## config.mk

```make
export PLATFORM = sky130hd
export DESIGN_NAME = rect_calc
export DESIGN_NICKNAME = d
export VERILOG_FILES = /design/src/rtl/rect_calc.sv
export SDC_FILE = /design/constraint.sdc
export NUM_CORES = 1
export LEC_CHECK = 0
export ABC_AREA = 1
export CAP_MARGIN = 20
export CORE_MARGIN = 2
export CORE_UTILIZATION = 53
export DETAILED_ROUTE_END_ITERATION = 8
export PLACE_DENSITY = 0.77
export SLEW_MARGIN = 20
export SYNTH_ARGS = -nofsm -noshare
export SYNTH_HDL_FRONTEND = slang
export SYNTH_SLANG_ARGS = --single-unit
```

## constraint.sdc

```tcl
create_clock -name clock -period 2 [get_ports clock]
set_clock_uncertainty 0.1 [all_clocks]
set_input_delay 0.3 -clock clock [delete_from_list [all_inputs] [get_ports clock]]
set_output_delay 0.3 -clock clock [all_outputs]
set_load 0.05 [all_outputs]
```

## src/rtl/rect_calc.sv

```systemverilog
// Rectangle calculator: captures two side lengths from independent /dav-rfd producers and returns
// either the perimeter (one cycle) or the area (W-cycle shift-and-add) over a /dav-rfd handshake.
module rect_calc #(
    parameter int unsigned W = 8
) (
    input  logic           clock,
    input  logic           reset_,
    input  logic [W-1:0]   data_in_1,
    input  logic           dav_in_1_,
    output logic           rfd_in_1,
    input  logic [W-1:0]   data_in_2,
    input  logic           dav_in_2_,
    output logic           rfd_in_2,
    input  logic           mode,
    output logic [2*W-1:0] data_out,
    output logic           dav_out_,
    input  logic           rfd_out
);

    localparam int unsigned CntW = (W > 1) ? $clog2(W) : 1;

    typedef enum logic [1:0] {StWait, StCalc, StOut, StDone} state_e;

    state_e           state_q, state_d;
    logic [W-1:0]     x1_q, x1_d, x2_q, x2_d;
    logic [2*W-1:0]   acc_q, acc_d, mul_q, mul_d, dout_q, dout_d;
    logic [CntW-1:0]  cnt_q, cnt_d;
    logic             mode_q, mode_d;
    logic             rfd1_q, rfd1_d, rfd2_q, rfd2_d;
    logic             dav_q, dav_d;

    logic             cap1, cap2;
    logic [W-1:0]     x1_eff;
    logic [W+1:0]     perim;
    logic [2*W-1:0]   acc_sum;

    assign rfd_in_1 = rfd1_q;
    assign rfd_in_2 = rfd2_q;
    assign data_out = dout_q;
    assign dav_out_ = dav_q;

    always_comb begin
        state_d = state_q;
        x1_d    = x1_q;
        x2_d    = x2_q;
        acc_d   = acc_q;
        mul_d   = mul_q;
        dout_d  = dout_q;
        cnt_d   = cnt_q;
        mode_d  = mode_q;
        rfd1_d  = rfd1_q;
        rfd2_d  = rfd2_q;
        dav_d   = dav_q;

        cap1    = rfd1_q & ~dav_in_1_;
        cap2    = rfd2_q & ~dav_in_2_;
        // Operand 1 may be captured on the same edge the calculation starts.
        x1_eff  = cap1 ? data_in_1 : x1_q;
        perim   = {({1'b0, x1_q} + {1'b0, x2_q}), 1'b0};
        acc_sum = x2_q[0] ? (acc_q + mul_q) : acc_q;

        unique case (state_q)
            StWait: begin
                if (cap1) begin
                    x1_d   = data_in_1;
                    rfd1_d = 1'b0;
                end
                if (cap2) begin
                    x2_d   = data_in_2;
                    rfd2_d = 1'b0;
                end
                if ((~rfd1_q | cap1) & (~rfd2_q | cap2)) begin
                    mode_d  = mode;
                    acc_d   = '0;
                    mul_d   = {{W{1'b0}}, x1_eff};
                    cnt_d   = CntW'(W - 1);
                    state_d = StCalc;
                end
            end
            StCalc: begin
                if (!mode_q) begin
                    dout_d  = (2*W)'(perim);
                    dav_d   = 1'b0;
                    state_d = StOut;
                end else begin
                    acc_d = acc_sum;
                    mul_d = mul_q << 1;
                    x2_d  = x2_q >> 1;
                    cnt_d = cnt_q - 1'b1;
                    if (cnt_q == '0) begin
                        dout_d  = acc_sum;
                        dav_d   = 1'b0;
                        state_d = StOut;
                    end
                end
            end
            StOut: begin
                if (!rfd_out) begin
                    dav_d   = 1'b1;
                    state_d = StDone;
                end
            end
            StDone: begin
                // Producers must release dav_ first so a held strobe is not captured twice.
                if (rfd_out & dav_in_1_ & dav_in_2_) begin
                    rfd1_d  = 1'b1;
                    rfd2_d  = 1'b1;
                    state_d = StWait;
                end
            end
            default: state_d = StWait;
        endcase
    end

    always_ff @(posedge clock or negedge reset_) begin
        if (!reset_) begin
            state_q <= StWait;
            x1_q    <= '0;
            x2_q    <= '0;
            acc_q   <= '0;
            mul_q   <= '0;
            dout_q  <= '0;
            cnt_q   <= '0;
            mode_q  <= 1'b0;
            rfd1_q  <= 1'b1;
            rfd2_q  <= 1'b1;
            dav_q   <= 1'b1;
        end else begin
            state_q <= state_d;
            x1_q    <= x1_d;
            x2_q    <= x2_d;
            acc_q   <= acc_d;
            mul_q   <= mul_d;
            dout_q  <= dout_d;
            cnt_q   <= cnt_d;
            mode_q  <= mode_d;
            rfd1_q  <= rfd1_d;
            rfd2_q  <= rfd2_d;
            dav_q   <= dav_d;
        end
    end

endmodule

```

Yosys cells after proc, flatten, opt, wreduce, memory -nomap -nowiden --
Cells that the tools add are included.
Word-level totals: register bits 73, bits of input ports 22, output and inout port bits 19, logic and storage cells 80
Operators by class: add/subtract/negate cells 3, eq/ne operators 11, multiplexer cells 31, bitwise gates (word level) 11, reduce and logical (&&, ||, !) cells 13
Operator list (count):
- 16-bit two-way mux | 7
- 16-bit one-hot mux with 2 select lines | 2
- 8-bit two-way mux | 3
- 16-bit adder | 1
- 8-bit one-hot mux with 2 select lines | 1
- 3-bit AND reduction | 5
- 2-bit inequality test, second input constant | 6
- 2-bit two-way mux | 5
- 8-bit by 8-bit adder with 9-bit output | 1
- 2-bit one-hot mux with 4 select lines | 1
- 1-bit two-way mux | 6
- 3-bit two-way mux | 2
- 1-bit one-hot mux with 2 select lines | 3
- 3-bit one-hot mux with 2 select lines | 1
- 2-bit nonzero test | 3
- 1-bit bitwise AND | 5
- 2-bit equality test, second input constant | 2
- 1-bit inverter | 4
- 2-bit AND reduction | 2
- 4-bit AND reduction | 1
- 3-bit logical NOT | 1
- 3-bit inequality test, second input constant | 1
- 3-bit by 1-bit subtractor with 3-bit output, second input constant | 1
- 2-bit by 1-bit equality test with 1-bit output, second input constant | 1
- other kinds (3) | 4

Depth between registers and ports, before layout --
Gate-level depths: netlist of run 1.
depth after elaboration 6, depth in mapped cells 13, gate-level depth less buffers 13

Worst setup path after synthesis of run 1 --
OpenSTA, ideal clock, no wires.
kind reg-to-reg, from reg acc_q[0], to reg acc_q[10], library setup time 124 ps, data arrival time 1716 ps, data required time 1776 ps, path slack 60 ps, cell stages (with the launch flop) 13, buffers on the path 0, period minus slack after synthesis 1940 ps, cells stage by stage dfrtp_1 ha_1 fa_1 nand3_1 nand3_1 nand2_1 nand2_1 nand2_1 nand2_1 nand2_1 nand3_1 o211ai_1 nand2_1
Between the ends: cells in the longest elaborated chain, start to end 4
Ends and longest elaborated chain:
- start, declared | line 26 | logic [2*W-1:0] acc_q, acc_d, mul_q, mul_d, dout_q, dout_d;
- start signal, assigned | line 120 | acc_q <= '0;
- start signal, assigned | line 132 | acc_q <= acc_d;
- 16-bit adder | line 60 | acc_sum = x2_q[0] ? (acc_q + mul_q) : acc_q;
- 16-bit two-way mux | line 60
- 16-bit two-way mux | line 81 | if (!mode_q) begin
- 16-bit one-hot mux with 2 select lines | line 62 | unique case (state_q)
Every way passes these cells. The select of a mux whose other input is x is not followed. A chain may end at the register's enable or synchronous reset.

Worst setup path in the final report of run 1 --
from reg acc_q[0], to reg dout_q[14] (netlist: data_out[14])
Between the ends: cells in the longest elaborated chain, start to end 4
Ends and longest elaborated chain:
- 16-bit adder | line 60
- 16-bit two-way mux | line 60
- 16-bit two-way mux | line 90 | if (cnt_q == '0) begin
- 16-bit two-way mux | line 81
- end signal, assigned | line 134 | dout_q <= dout_d;
- end, declared | line 26
Every way passes these cells. The select of a mux whose other input is x is not followed.

==> results of run 1 <==
-- cells in the mapped netlist (all sizes together) --
cell type	n
nand2	192
xnor2	2
a211oi	1
xor2	7
o22ai	13
o21a	1
a31oi	8
dfstp	3
buf	13
ha	30
and2	1
nand3b	4
dfrtp	70
a22o	2
nand2b	1
a21oi	21
nand3	41
or2	5
o21ai	43
a22oi	3
nor3	6
o21bai	2
a21boi	1
fa	2
nand4	3
nor2	28
o31ai	2
o211ai	7
mux2i	8
inv	66
clkbuf	5
-- worst max-delay path by stage --
stage / from / to / cells after the start
floorplan: acc_q[0] / acc_q[10] / 12
detailed placement: state_q[0] / acc_q[7] / 9
finish: acc_q[0] / data_out[14] / 12
global placement: dav_in_1_ / acc_q[6] / 9
CTS: acc_q[11] / data_out[15] / 11
global route: acc_q[0] / data_out[10] / 12
-- final cells by class --
| cell class | instances | area [um^2] | area share, % |
|---|---|---|---|
| timing repair buffer | 76 | 701 | 12.0 |
| sequential | 73 | 1840 | 31.3 |
| inverter | 66 | 250 | 4.27 |
| multi-input combinational | 435 | 2760 | 47.0 |
| tap | 108 | 135 | 2.31 |
| clock buffer | 13 | 139 | 2.37 |
| clock inverter | 3 | 42.5 | 0.726 |
-- sequential cells by signal (all words and copies together) (netlist names) --
| register | count |
|---|---|
| x2_q | 8 |
| x1_q | 8 |
| acc_q | 16 |
| cnt_q | 3 |
| data_out | 16 |
| mode_q | 1 |
| rfd_in_2 | 1 |
| rfd_in_1 | 1 |
| state_q | 2 |
| dav_out_ | 1 |
| mul_q | 16 |
-- per-layer routing --
layer	vias to the layer above	global-route usage (%)	wire length (um)
met5	-	0	0
met4	0	9.08	261
met3	21	2.95	488
met2	125	41.3	6010
met1	2034	32.3	5180
li1	2085	-	-
-- power by group --
part | internal, uW | leakage (uW) | switching, uW
registers | 2050 | 0.000924 | 487
logic | 2250 | 0.00182 | 3590
clock network | 577 | 0.0000876 | 558
total | 4880 | 0.00283 | 4630
-- critical path: stages, from the launching register on --
cell and delay (ns):
sky130_fd_sc_hd__dfrtp_1 0.40, sky130_fd_sc_hd__ha_2 0.21, sky130_fd_sc_hd__fa_2 0.36, sky130_fd_sc_hd__nand3_2 0.08, sky130_fd_sc_hd__nand3_2 0.08, sky130_fd_sc_hd__nand2_2 0.07, sky130_fd_sc_hd__nand2_2 0.10, sky130_fd_sc_hd__nand2_2 0.10
sky130_fd_sc_hd__nand2_1 0.06, sky130_fd_sc_hd__nand2_1 0.07, sky130_fd_sc_hd__nand3_2 0.09, sky130_fd_sc_hd__nand3_2 0.12, sky130_fd_sc_hd__nand2_1 0.05
-- what timing repair did --
action,CTS,global route
gates resized for setup,4,71
cloned,0,1
setup buffers,2,3
pin swaps,1,8
hold endpoints to repair,46,0
hold buffers,1,0
setup endpoints to repair,26,50
-- cells by family (layout without fill, tap and decap cells) --
kind of cell,count (synthesis),after routing
and+or+nand+nor,281,282
AOI/OAI and AO/OA,104,104
buffers and inverters,84,158
DFF,73,73
adders and majority gates,32,32
xor gates and xnor gates,9,9
muxes,8,8
-- through the flow --
step / util, % / power (uW)
global route: 68.2 / 10200
global placement: 61.7 / 7510
floorplan: - / 6190
finish: 68.2 / 9510
detailed placement: 61.7 / 7730
CTS: 64.3 / 8940
==> run summary, run 1 <==
The flow ran to the end, and the final reports show no timing, DRC or antenna violations. Setup total negative slack on the finished layout was measured at 0 ns. The post-layout worst setup margin is 0.0112 ns. The synthesized net count is around 650.

The element type at the critical path end is a flop. After synthesis, the mean cell area works out to between 7 and 8 um^2. The remaining global-route overflow is 0. The detailed-placement wirelength estimate is between 8000 and 9000 um. The number of register bits inferred by synthesis came out at 73. The critical path class is reg2reg.

At the placement stage, the worst setup path has a slack of -0.0759 ns. The headroom to the max-slew limit is between 60% and 70%. The reg-to-reg critical path startpoint is acc_q[0]. The number of top-level pins is 41. The total of fill cells in the finished design is about 650. The post-synthesis adder-cell area fraction is ~9%.

In the routed design, unresolved DRC markers number 0. At the worst endpoint, the arrival time is ~2.1 ns. With fillers left out, the area of the finished cells amounts to between 5000 and 6000 um^2. The min-delay analysis places its worst path in the category in2async.

The max-capacitance violation count is 0. The number of different library cells used by synthesis comes to between 40 and 50. The post-synthesis instance total came out at a little under 600. The number of standard cells in the layout, taps in and fillers out came out at about 770. Derived from the worst setup path, the maximum achievable clock frequency is between 0.5 and 0.6 GHz. The worst supply voltage drop on vdd is 1320 uV.

The worst-case register-to-register setup slack is approximately 0.011 ns. After detailed routing, the total wire length is approximately 12000 um. The cell area reported after detailed placement came out at 5300 um^2. For this run, the post-layout net count is 715. The multiplexer area fraction after synthesis came out at around 1.7%. The compound-gate portion of the synthesized area came out at ~14%. Summed over all cells, the static leakage comes to approximately 0.0028 uW. The combinational family with the most area after synthesis is simple AND/OR/NAND/NOR gates. The cell sitting at the root of the clock tree is a sky130_fd_sc_hd__clkbuf_8. The detailed-route vias per instance came out at about 5.5. The starting density of the core is about 54%. The share of layout cells above drive strength 1 is between 20% and 30%. The number of sinks driven by the clock tree is 73. The wire length of the first global-routing pass came out at between 15000 and 20000 um.

Across all layers, the routed design uses between 4000 and 5000 vias. Summing the areas of all xor and xnor instances in the mapped netlist gives between 1.5 and 2% of the synthesized area. In the post-synthesis netlist, the biggest area contributors are sky130_fd_sc_hd__dfrtp_1, sky130_fd_sc_hd__nand2_1, sky130_fd_sc_hd__ha_1. Setup repair after global routing could not meet its margin everywhere. During placement, the flow inserted port buffers numbering 40. Leaving out fill and tap cells, the most frequent cell in the layout is sky130_fd_sc_hd__nand2_1.

The y dimension of the die is just under 100 um. The count of nets left with antenna violations once routing finished came out at 0. The synthesis-to-finish area growth came out at 26.7%. The areal power density over the cells is between 1500 and 2000 nW/um^2. The required arrival time at the worst endpoint is 2.15 ns. The count of cells along the worst register-to-register path came out at 12. The Yosys step of the flow raised 0 warnings.

The startpoint type of the worst setup path is a flop. Of the available clock period, the critical path in the final layout requires slightly below 100%. The peak fanout along the critical path came out at 3. TritonCTS built the clock tree. Of all cell types, the one taking the most synthesized area is sky130_fd_sc_hd__dfrtp_1. After floorplanning, the core was divided into 34 placement rows. The number of clock buffers added by TritonCTS is 9. The pin count of the biggest net entering global routing came out at 39. The repair_antennas step left the layout with diodes totalling 0. The region available for standard cell placement spans around 8600 um^2. The simple logic cell fraction of the synthesized area came out at between 20% and 30%. Global routing consumed, over all layers together, roughly 24% of the routing resources. The detail-routed net length per standard cell came out at between 15 and 20 um.

The insertion delay to the later sink of the worst-skew pair came out at ~0.36 ns. The via count of the first global-routing pass was ~4000. The width of the chip is 97.4 um.

The area of the mapped netlist came out at roughly 4600 um^2. In the layout the commonest cells are sky130_fd_sc_hd__nand2_1, sky130_fd_sc_hd__dfrtp_1, sky130_fd_sc_hd__inv_1. The iteration count of the initial detailed-routing pass came out at 5.

The clock edge transition at the registers on the reported setup and hold paths is ~0.080 ns. The tightest hold margin is 0.225 ns. The endpoint of the worst register-to-register path is data_out[14].

The number of hold-slack violations in the final timing report came out at 0. The minimum period implied by the final worst setup slack is roughly 2.0 ns. The H-tree was split into 3 levels. The total setup violations reported at the end of the flow came out at 0. Once placement completed, the tool counted placed cells totaling roughly 750.

The number of antenna violations at the first check in global routing came out at 0. The worst-margin pin slew came out at ~0.53 ns. The detailed router's first-iteration violation count is approximately 320. The floorplan step defined a die boundary enclosing 9490 um^2. The routability congestion estimate from global placement came out at between 0.9 and 1. The clock tree buffer depth came out at 2. The proportion of netlist area held by the largest area contributor came out at about 38%. The max-slew violation total from the final report is 0. The register area share after synthesis came out at between 30% and 40%.
Note: power is estimated with default switching activity, not from simulation.
==> run 2, diff against run 1 <==
Settings changed: GPL_ROUTABILITY_DRIVEN from default to 0, SKIP_LAST_GASP from default to 1.
==> run 2 against run 1 <==
Compared with the run above:
- the run now ends with negative setup slack left
- sequential power hardly changed
- clock-buffer cell count is 2 lower
- cell area increased by 1.2%
- non-clock buffer count rose by 2
- core utilization rose by 0.79 points
- critical path type unchanged
- critical endpoint is now data_out[9]
- highest routed layer unchanged
==> run summary, run 2 (synthesized netlist as in run 1, its figures left out) <==
The path class of the tightest hold or removal check is in2async. The worst setup slack before clock tree synthesis came out at -0.125 ns (-0.0492 ns). The number of port buffers is 40 (unchanged). The antenna violation net count after detailed routing came to 0 (unchanged). The detailed-route vias per instance came out at 5.76 (+4.4%).

The clock tree from TritonCTS is yes. The multi-input logic area came out at 2750 um^2 (-0.32%). STA classifies the critical path endpoint as a flop.

The number of top-level pins is 41 (unchanged). The share of the clock period used by the worst path is 101% (+1.3 points). The detailed router's first-iteration violation count is 295 (-9.0%). The die area came out at 9490 um^2 (unchanged).

The run finished, with violations left. The max-slew violation total from the final report came to 0 (unchanged). The insertion delay to the later sink of the worst-skew pair is 0.36 ns (about the same). The peak clock frequency supported by timing came out at 0.496 GHz (-1.3%). Leaving out fill and tap cells, the most frequent cells in the layout are sky130_fd_sc_hd__nand2_1, sky130_fd_sc_hd__dfrtp_1, sky130_fd_sc_hd__inv_1.

The iteration count of the initial detailed-routing pass is 6 (+1). The startpoint type of the worst setup path is a flop. The worst supply voltage drop on vdd came to 960 uV (-27%). The max-capacitance violation count was 0 (unchanged).

The count of cells along the worst register-to-register path is 11 (-1). The count of H-tree levels built during CTS is 3 (unchanged). The required arrival time at the worst endpoint came out at 2.20 ns (+0.05 ns). The global router's overall resource usage is 26.4% (+2.0 points). The total setup violations reported at the end of the flow is 1 (+1). Setup repair after global routing could not meet its margin everywhere. The number of antenna violations at the first check in global routing came out at 0 (unchanged). The total negative slack is -0.0148 ns (-0.0148 ns). The final wirelength is 12900 um (+7.8%). The clock edge transition at the registers on the reported setup and hold paths came out at 0.08 ns (about the same). The synthesis-to-finish area growth came out at 28.2%.

The overall via count from detail_route is 4466 (+4.7%). The share of layout cells above drive strength 1 is 21.6% (+0.24 points). The number of hold-slack violations in the final timing report is 0 (unchanged).

The pin count of the biggest net entering global routing came out at 35 (-10%). The peak fanout along the critical path is 4 (+1). The critical path class is reg2reg. The final reports fail on negative setup slack. The detail-routed net length per standard cell came out at 16.6 um (+7.5%).

The number of buffers created by CTS is 9 (unchanged). The area inside the core boundary came out at 8590 um^2 (unchanged). The total number of placement rows is 34 (unchanged). The number of remaining DRC errors came out at 0 (unchanged). The clock tree buffer depth was 2 (unchanged).

The width of the chip came out at 97.4 um (unchanged). The post-layout worst setup margin is -0.0148 ns (-0.0261 ns). The area taken by flip-flops and latches came out at 1840 um^2 (unchanged). The headroom to the max-slew limit came out at 65.8% (+0.97 points). The root cell of the clock tree is sky130_fd_sc_hd__clkbuf_8. The minimum period implied by the final worst setup slack is 2.01 ns (+0.0261 ns). The static leakage was 0.00288 uW (+1.7%).

The y dimension of the die is 97.4 um (unchanged). The wire length of the first global-routing pass is 20400 um (+7.9%). The antenna diode instance count is 0 (unchanged). The detailed-placement wirelength estimate came out at 8580 um (+1.6%). The library cell used most frequently in the layout, excluding fill and tap cells, is sky130_fd_sc_hd__nand2_1. The layout net count came to 717 (+0.28%). The data arrival time at the worst-slack endpoint came out at 2.21 ns (+0.08 ns). The worst-margin pin slew came out at 0.511 ns (-0.0145 ns). The areal power density over the cells is 1650 nW/um^2 (+1.3%). The total of fill cells in the finished design came out at 658 (+1.5%). The via count of the first global-routing pass came out at 4436 (+9.8%). The number of sinks driven by the clock tree was 73 (unchanged). The starting density of the core came out at 53.8% (unchanged).

The remaining global-route overflow was 0 (unchanged).
==> run 2: changes by cell type in the layout (fill, tap and decap cells not counted), sizes merged <==
cell / before / now
clkinv: 1 / 2
buf: 39 / 41
bufinv: 1 / 2
clkbuf: 13 / 11
==> run 2: path summary, 6_finish.rpt <==
path / start / endpoint / slack, ns
max: mul_q[6] / data_out[9] / -0.01
min: reset_ / x2_q[2] / 0.33
max reg2reg: mul_q[6] / data_out[9] / -0.01
min reg2reg: rfd_in_1 / rfd_in_1 / 0.38
max in group asynchronous: reset_ / dav_out_ / 0.86
min in group clock: rfd_in_1 / rfd_in_1 / 0.38
==> run 2: metrics by stage <==
step	std cells	utilization, %	area, um^2	power (uW)	hold WS [ns]
after floorplan	591	-	4620	6190	-0.0956
after global placement	750	61.6	5290	7470	0.170
after detailed placement	750	61.6	5290	7700	0.181
after CTS	770	64.9	5580	9170	0.351
after global routing	776	69.0	5930	10400	0.373
final	776	69.0	5930	9750	0.332
==> run 2: area by class of cell <==
| class | instances | area share, % |
|---|---|---|
| repair buffers | 78 | 12.3 |
| clock buffers | 11 | 2.55 |
| multi-input cells | 435 | 46.4 |
| flip-flops and latches | 73 | 31.0 |
| clock inverters | 5 | 1.31 |
| inverters | 66 | 4.26 |
| well taps | 108 | 2.28 |
==> run 2: worst max-delay path, stage by stage (launching register included) <==
cell                      delay, ns
sky130_fd_sc_hd__dfrtp_1       0.47
sky130_fd_sc_hd__ha_4          0.27
sky130_fd_sc_hd__nand2_1       0.07
sky130_fd_sc_hd__nand2_1       0.10
sky130_fd_sc_hd__a21oi_2       0.18
sky130_fd_sc_hd__buf_4         0.14
sky130_fd_sc_hd__nand3_1       0.08
sky130_fd_sc_hd__nand2_1       0.09
sky130_fd_sc_hd__nand3_1       0.13
sky130_fd_sc_hd__nand3_1       0.11
sky130_fd_sc_hd__nand3_1       0.14
sky130_fd_sc_hd__nand2_1       0.09
==> run 2: repair_timing <==
| action | 4_1_cts | 5_1_grt |
|---|---|---|
| pin swaps | 3 | 14 |
| gates resized for setup | 6 | 66 |
| setup endpoints to repair | 24 | 51 |
| hold buffers | 1 | 0 |
| setup buffers | 3 | 5 |
| hold endpoints to repair | 32 | 0 |
| gates cloned | 0 | 1 |
==> run 2: where the power goes <==
group / leakage (uW) / internal (uW) / switching [uW] / total (uW)
clock network: 0.000115 / 766 / 585 / 1350
logic: 0.00184 / 2230 / 3630 / 5850
registers: 0.000923 / 2050 / 495 / 2550
total: 0.00288 / 5040 / 4710 / 9750
==> run 2: layer usage <==
layer	GRT usage, %	part of all wire [%]
met5	0	0
met4	9.62	3.1
met3	5.25	6.2
met1	31.6	40
met2	46.8	51
